[config.mk]
export PLATFORM = sky130hd
export DESIGN_NAME = display_scan_ctrl
export DESIGN_NICKNAME = d
export VERILOG_FILES = /design/src/rtl/display_pkg.sv /design/src/rtl/scan_timer.sv /design/src/rtl/display_scan_ctrl.sv
export SDC_FILE = /design/constraint.sdc
export NUM_CORES = 1
export LEC_CHECK = 0
export CAP_MARGIN = 20
export CELL_PAD_IN_SITES_DETAIL_PLACEMENT = 0
export CELL_PAD_IN_SITES_GLOBAL_PLACEMENT = 1
export CORE_MARGIN = 1.5
export CORE_UTILIZATION = 38
export CTS_CLUSTER_SIZE = 30
export DETAILED_ROUTE_END_ITERATION = 7
export PLACE_DENSITY = 0.72
export SYNTH_ARGS = -nofsm -noshare
export SYNTH_HDL_FRONTEND = slang
export SYNTH_SLANG_ARGS = --single-unit
[constraint.sdc]
create_clock -name clk -period 2.2 [get_ports clk]
set_input_delay 0.66 -clock clk [delete_from_list [all_inputs] [get_ports clk]]
set_output_delay 0.66 -clock clk [all_outputs]
set_load 0.01 [all_outputs]
[src/rtl/display_pkg.sv]
// Shared widths and scan-state encoding for the 4-digit multiplexed display controller.
package display_pkg;
  localparam int NUM_DIGITS = 4;
  localparam int SEL_W      = 2;
  localparam int NIB_W      = 4;

  typedef enum logic {
    BLANK = 1'b0,
    SHOW  = 1'b1
  } scan_state_e;
endpackage

[src/rtl/scan_timer.sv]
// Free-running slot counter; strobes the last blanking cycle and the last cycle of a slot.
module scan_timer #(
  parameter int SCAN_DIV  = 100000,
  parameter int BLANK_CYC = 16
) (
  input  logic clk,
  input  logic rst,
  output logic blank_done,
  output logic slot_done
);
  localparam int CNT_W = (SCAN_DIV > 1) ? $clog2(SCAN_DIV) : 1;
  localparam logic [CNT_W-1:0] SLOT_LAST  = CNT_W'(SCAN_DIV - 1);
  localparam logic [CNT_W-1:0] BLANK_LAST = CNT_W'(BLANK_CYC - 1);

  logic [CNT_W-1:0] cnt_q, cnt_d;

  always_comb begin
    slot_done  = (cnt_q == SLOT_LAST);
    blank_done = (cnt_q == BLANK_LAST);
    cnt_d      = slot_done ? '0 : cnt_q + 1'b1;
  end

  always_ff @(posedge clk) begin
    if (rst) cnt_q <= '0;
    else     cnt_q <= cnt_d;
  end
endmodule

[src/rtl/display_scan_ctrl.sv]
// Multiplexed 4-digit scan controller: per-slot blanking, frame-atomic input snapshot,
// per-digit decimal point and blink.
module display_scan_ctrl
  import display_pkg::*;
#(
  parameter int SCAN_DIV     = 100000,
  parameter int BLANK_CYC    = 16,
  parameter int BLINK_FRAMES = 125
) (
  input  logic                  clk,
  input  logic                  rst,
  input  logic [15:0]           value,
  input  logic [NUM_DIGITS-1:0] dp_mask,
  input  logic [NUM_DIGITS-1:0] blink_mask,
  input  logic                  disp_on,
  output logic [NIB_W-1:0]      digit,
  output logic [SEL_W-1:0]      sel,
  output logic                  dec,
  output logic                  en,
  output logic                  frame_start
);
  localparam int FR_W = (BLINK_FRAMES > 1) ? $clog2(BLINK_FRAMES) : 1;
  localparam logic [FR_W-1:0] FR_LAST = FR_W'(BLINK_FRAMES - 1);

  scan_state_e state_q, state_d;
  logic [SEL_W-1:0] sel_q, sel_d;
  logic [FR_W-1:0]  frame_q, frame_d;
  logic             blink_phase_q, blink_phase_d;
  logic             first_q;
  logic             blank_done, slot_done, snap;

  logic [NUM_DIGITS-1:0][NIB_W-1:0] sh_val_q;
  logic [NUM_DIGITS-1:0]            sh_dp_q, sh_blink_q;
  logic                             sh_phase_q;

  scan_timer #(.SCAN_DIV(SCAN_DIV), .BLANK_CYC(BLANK_CYC)) u_timer (
    .clk        (clk),
    .rst        (rst),
    .blank_done (blank_done),
    .slot_done  (slot_done)
  );

  // first_q marks the opening cycle of every BLANK period
  assign snap = first_q && (sel_q == '0);

  always_comb begin
    state_d       = state_q;
    sel_d         = sel_q;
    frame_d       = frame_q;
    blink_phase_d = blink_phase_q;
    case (state_q)
      BLANK: if (blank_done) state_d = SHOW;
      SHOW: if (slot_done) begin
        state_d = BLANK;
        sel_d   = sel_q + 1'b1;
      end
      default: state_d = BLANK;
    endcase
    if (snap) begin
      if (frame_q == FR_LAST) begin
        frame_d       = '0;
        blink_phase_d = ~blink_phase_q;
      end else begin
        frame_d = frame_q + 1'b1;
      end
    end
  end

  always_ff @(posedge clk) begin
    if (rst) begin
      state_q       <= BLANK;
      sel_q         <= '0;
      frame_q       <= '0;
      blink_phase_q <= 1'b0;
      first_q       <= 1'b1;
      sh_val_q      <= '0;
      sh_dp_q       <= '0;
      sh_blink_q    <= '0;
      sh_phase_q    <= 1'b0;
    end else begin
      state_q       <= state_d;
      sel_q         <= sel_d;
      frame_q       <= frame_d;
      blink_phase_q <= blink_phase_d;
      first_q       <= slot_done;
      if (snap) begin
        sh_val_q   <= value;
        sh_dp_q    <= dp_mask;
        sh_blink_q <= blink_mask;
        // phase is frozen with the snapshot so an entire frame blinks as one
        sh_phase_q <= blink_phase_q;
      end
    end
  end

  always_comb begin
    digit       = sh_val_q[sel_q];
    sel         = sel_q;
    dec         = ~sh_dp_q[sel_q];
    en          = (state_q == SHOW) && disp_on && !(sh_phase_q && sh_blink_q[sel_q]);
    frame_start = snap;
    if (rst) begin
      digit       = '0;
      sel         = '0;
      dec         = 1'b1;
      en          = 1'b0;
      frame_start = 1'b0;
    end
  end
endmodule

==> results.py <==
metrics = {
    "outcome": {
        "outcome": "finished, violations left",
        "failed_checks": "negative setup slack",
    },
    "worst_setup_path": {
        "path_cells": "buf_6 > buf_6 > mux4_2 > nor2b_1 > buf_2",
        "cpPeakStageDelay_ns": 0.48,
        "slowest_stage": "mux4_2",
        "start_kind": "flop",
        "cp.arrival_ns": 1.64,
        "path_buf_inv": 3,
        "critPathKind": "reg -> out",
        "cp-end-kind": "primary output",
        "cpMostUsedCell": "buf_6",
        "worstPathMaxFanout": 4,
        "crit_family": "multiplexers",
        "cp.required_ns": 1.54,
    },
    "pwr": {
        "leakage_nw": 1.12,
        "ir_worst_vdd_v": 0.000344,
        "powerDensity_nw_per_um2": 601,
    },
    "grt": {
        "grt_pass1_vias": 1840,
        "grt_use_total": 0.160,
        "grt_max_degree": 28,
        "antenna_found_initial": 0,
        "grt_first_pass_wirelength_um": 8260,
        "grt.overflow.total": 0,
    },
    "sta": {
        "grt_setup_unrepaired": "yes",
        "fin_crit_sh": 1.05,
        "setup_violations": 4,
        "fmax_ghz": 0.434,
        "hold_violations": 0,
        "fin_ws_ns": -0.102,
        "slew_violations": 0,
        "tightest_slew_ns": 0.339,
        "worst_slew_margin_rel": 0.774,
        "period_minus_slack_ns": 2.30,
        "skew_ns": 0.00575,
    },
    "min_path": {
        "hold_class": "reg -> reg",
    },
    "cts": {
        "cts_max_level": 2,
        "clk_latency_ns": 0.30,
        "clockBufferDepth": 2,
        "root_buffer": "clkbuf_8",
        "path_clk_slew_ns": 0.09,
        "numCtsBuffers": 5,
        "cts_sinks": 54,
        "cts_tree": "yes",
    },
    "yosys": {
        "synth_area_per_cell_sq_um": 8.60,
        "synth_top_family_by_area": "simple AND/OR/NAND/NOR gates",
        "synth_sequential_area_ratio": 0.456,
        "syn_nets": 307,
        "yosys.area_share.simple": 0.254,
        "synthDistinctLibCells": 31,
        "synth_compound_area_frac": 0.0802,
        "synth_xor_xnor_area_share": 0.0665,
        "synthCells": 276,
        "synth_mux_area_frac": 0.0665,
        "ys_warn_count": 0,
        "synthAdderAreaFrac": 0.0211,
        "ys_ff_latch": 54,
        "netlist_area_sq_um": 2370,
    },
    "place": {
        "dp_hpwl_um": 3440,
        "io_buffer_count": 35,
        "dp_slack_ns": -0.506,
        "placed_cells": 380,
        "gp_congestion": 0.725,
        "dpl_cell_area_sq_um": 2820,
    },
    "layout": {
        "final_cell_mix": "nand2_1 (61), dfxtp_1 (53), a21oi_1 (30)",
        "drive_gt1_frac": 0.139,
        "final_common_cell": "nand2_1",
        "antenna_cells": 0,
        "design_area_sq_um": 2920,
        "layout.cells.non_filler": 391,
        "syn_to_final_growth_pct": 23.3,
        "final_nets": 346,
    },
    "floorplanning": {
        "die_x_um": 82.0,
        "row_count": 28,
        "ios": 36,
        "initial_core_util": 0.396,
        "core_area_sq_um": 5990,
        "design.die.area_sq_um": 6730,
        "die_h_um": 82.0,
    },
    "routing": {
        "vias_per_cell": 4.97,
        "drtIter0Drc": 49,
        "wire_per_inst_um": 12.3,
        "postRouteAntennaNets": 0,
        "wirelength_um": 4820,
        "dr.pass1.iters": 4,
        "drc": 0,
        "vias": 1944,
    },
    "flow_run": {
        "max_cap_violations": 0,
    },
}
## report_power, final
part | leakage, nW | internal (W) | total [W] | switching, W
clock | 0.0482 | 0.000255 | 0.000562 | 0.000307
combinational | 0.625 | 0.0000928 | 0.000165 | 0.0000723
sequential | 0.442 | 0.00101 | 0.00103 | 0.0000202
## registers in the layout (all words and copies together), names as in the netlist
register       count
state_q            1
sel_q              2
sh_phase_q         1
sh_dp_q            4
frame_q            7
first_q            1
sh_val_q          16
u_timer.cnt_q     17
sh_blink_q         4
blink_phase_q      1
## synthesized netlist by cell type (all sizes together)
master | count | area [sq um]
a211oi | 1 | 7.51
a21o | 1 | 7.51
a21oi | 30 | 150
and2 | 2 | 12.5
and3 | 5 | 31.3
and4 | 3 | 27.5
buf | 12 | 85.1
clkbuf | 6 | 22.5
dfxtp | 54 | 1080
ha | 4 | 50.1
inv | 7 | 26.3
mux2 | 2 | 22.5
mux4 | 6 | 135
nand2 | 61 | 229
nand2b | 1 | 6.26
nand3 | 10 | 62.6
nand4 | 7 | 43.8
nor2 | 25 | 93.8
nor2b | 5 | 31.3
nor3 | 4 | 20.0
nor4 | 2 | 12.5
o21ai | 5 | 25.0
or2 | 1 | 6.26
or3 | 4 | 25.0
xnor2 | 5 | 43.8
xor2 | 13 | 114
## routing by layer
layer	vias to the layer above	share of wire	wire, um	global-route usage
met5	-	0	0	0
met3	8	0.025	122	0.0344
met1	907	0.47	2250	0.204
li1	995	-	-	-
met2	34	0.49	2350	0.262
met4	0	0.020	96	0.0610
## cell families (layout without fill, tap and decap cells)
group	Yosys count	in the layout
and+or+nand+nor	130	130
muxes	8	8
adders and majority gates	4	4
DFF	54	54
xor gates and xnor gates	18	18
buffers and inverters	25	65
AOI/OAI and AO/OA	37	37
## cell type report
type	instances	area (sq um)
fill	605	3070
multi-input combinational	197	1160
sequential	54	1080
timing repair buffer	50	463
tap	75	93.8
clock buffer	7	86.3
inverter	7	26.3
clock inverter	1	5.00
## what timing repair did
item	4_1_cts	5_1_grt
hold buffers	0	0
cloned	0	0
endpoints found under the setup margin	9	9
setup buffers	2	2
gates resized for setup	35	9
## worst register-to-register path: stages, from the launching register on
cell     delay [ns]
dfxtp_4        0.36
buf_6          0.13
buf_4          0.13
inv_1          0.07
ha_1           0.16
buf_4          0.11
nand3_1        0.08
nor3_1         0.33
or2_2          0.26
nor2_1         0.06
## worst paths after layout
kind | from | end | slack, ns | cells past startpoint
hold reg to reg | sh_val_q[9] | sh_val_q[9] | 0.45 | 2
setup reg to reg | sel_q[0] | frame_q[4] | 0.41 | 9
setup / recovery | sel_q[0] | digit[0] | -0.10 | 5
hold / removal | sh_val_q[9] | sh_val_q[9] | 0.45 | 2
## stage by stage
step                total power [W]  hold slack [ns]  utilization  TNS [ns]
floorplan                   0.00114            0.426            -         0
global placement            0.00122            0.441        0.471     -3.88
detailed placement          0.00123            0.444        0.471     -4.06
CTS                         0.00179            0.457        0.487    -0.388
global route                0.00185            0.471        0.488    -0.632
finish                      0.00176            0.455        0.488    -0.257
Note: power is estimated with default switching activity, not from simulation.
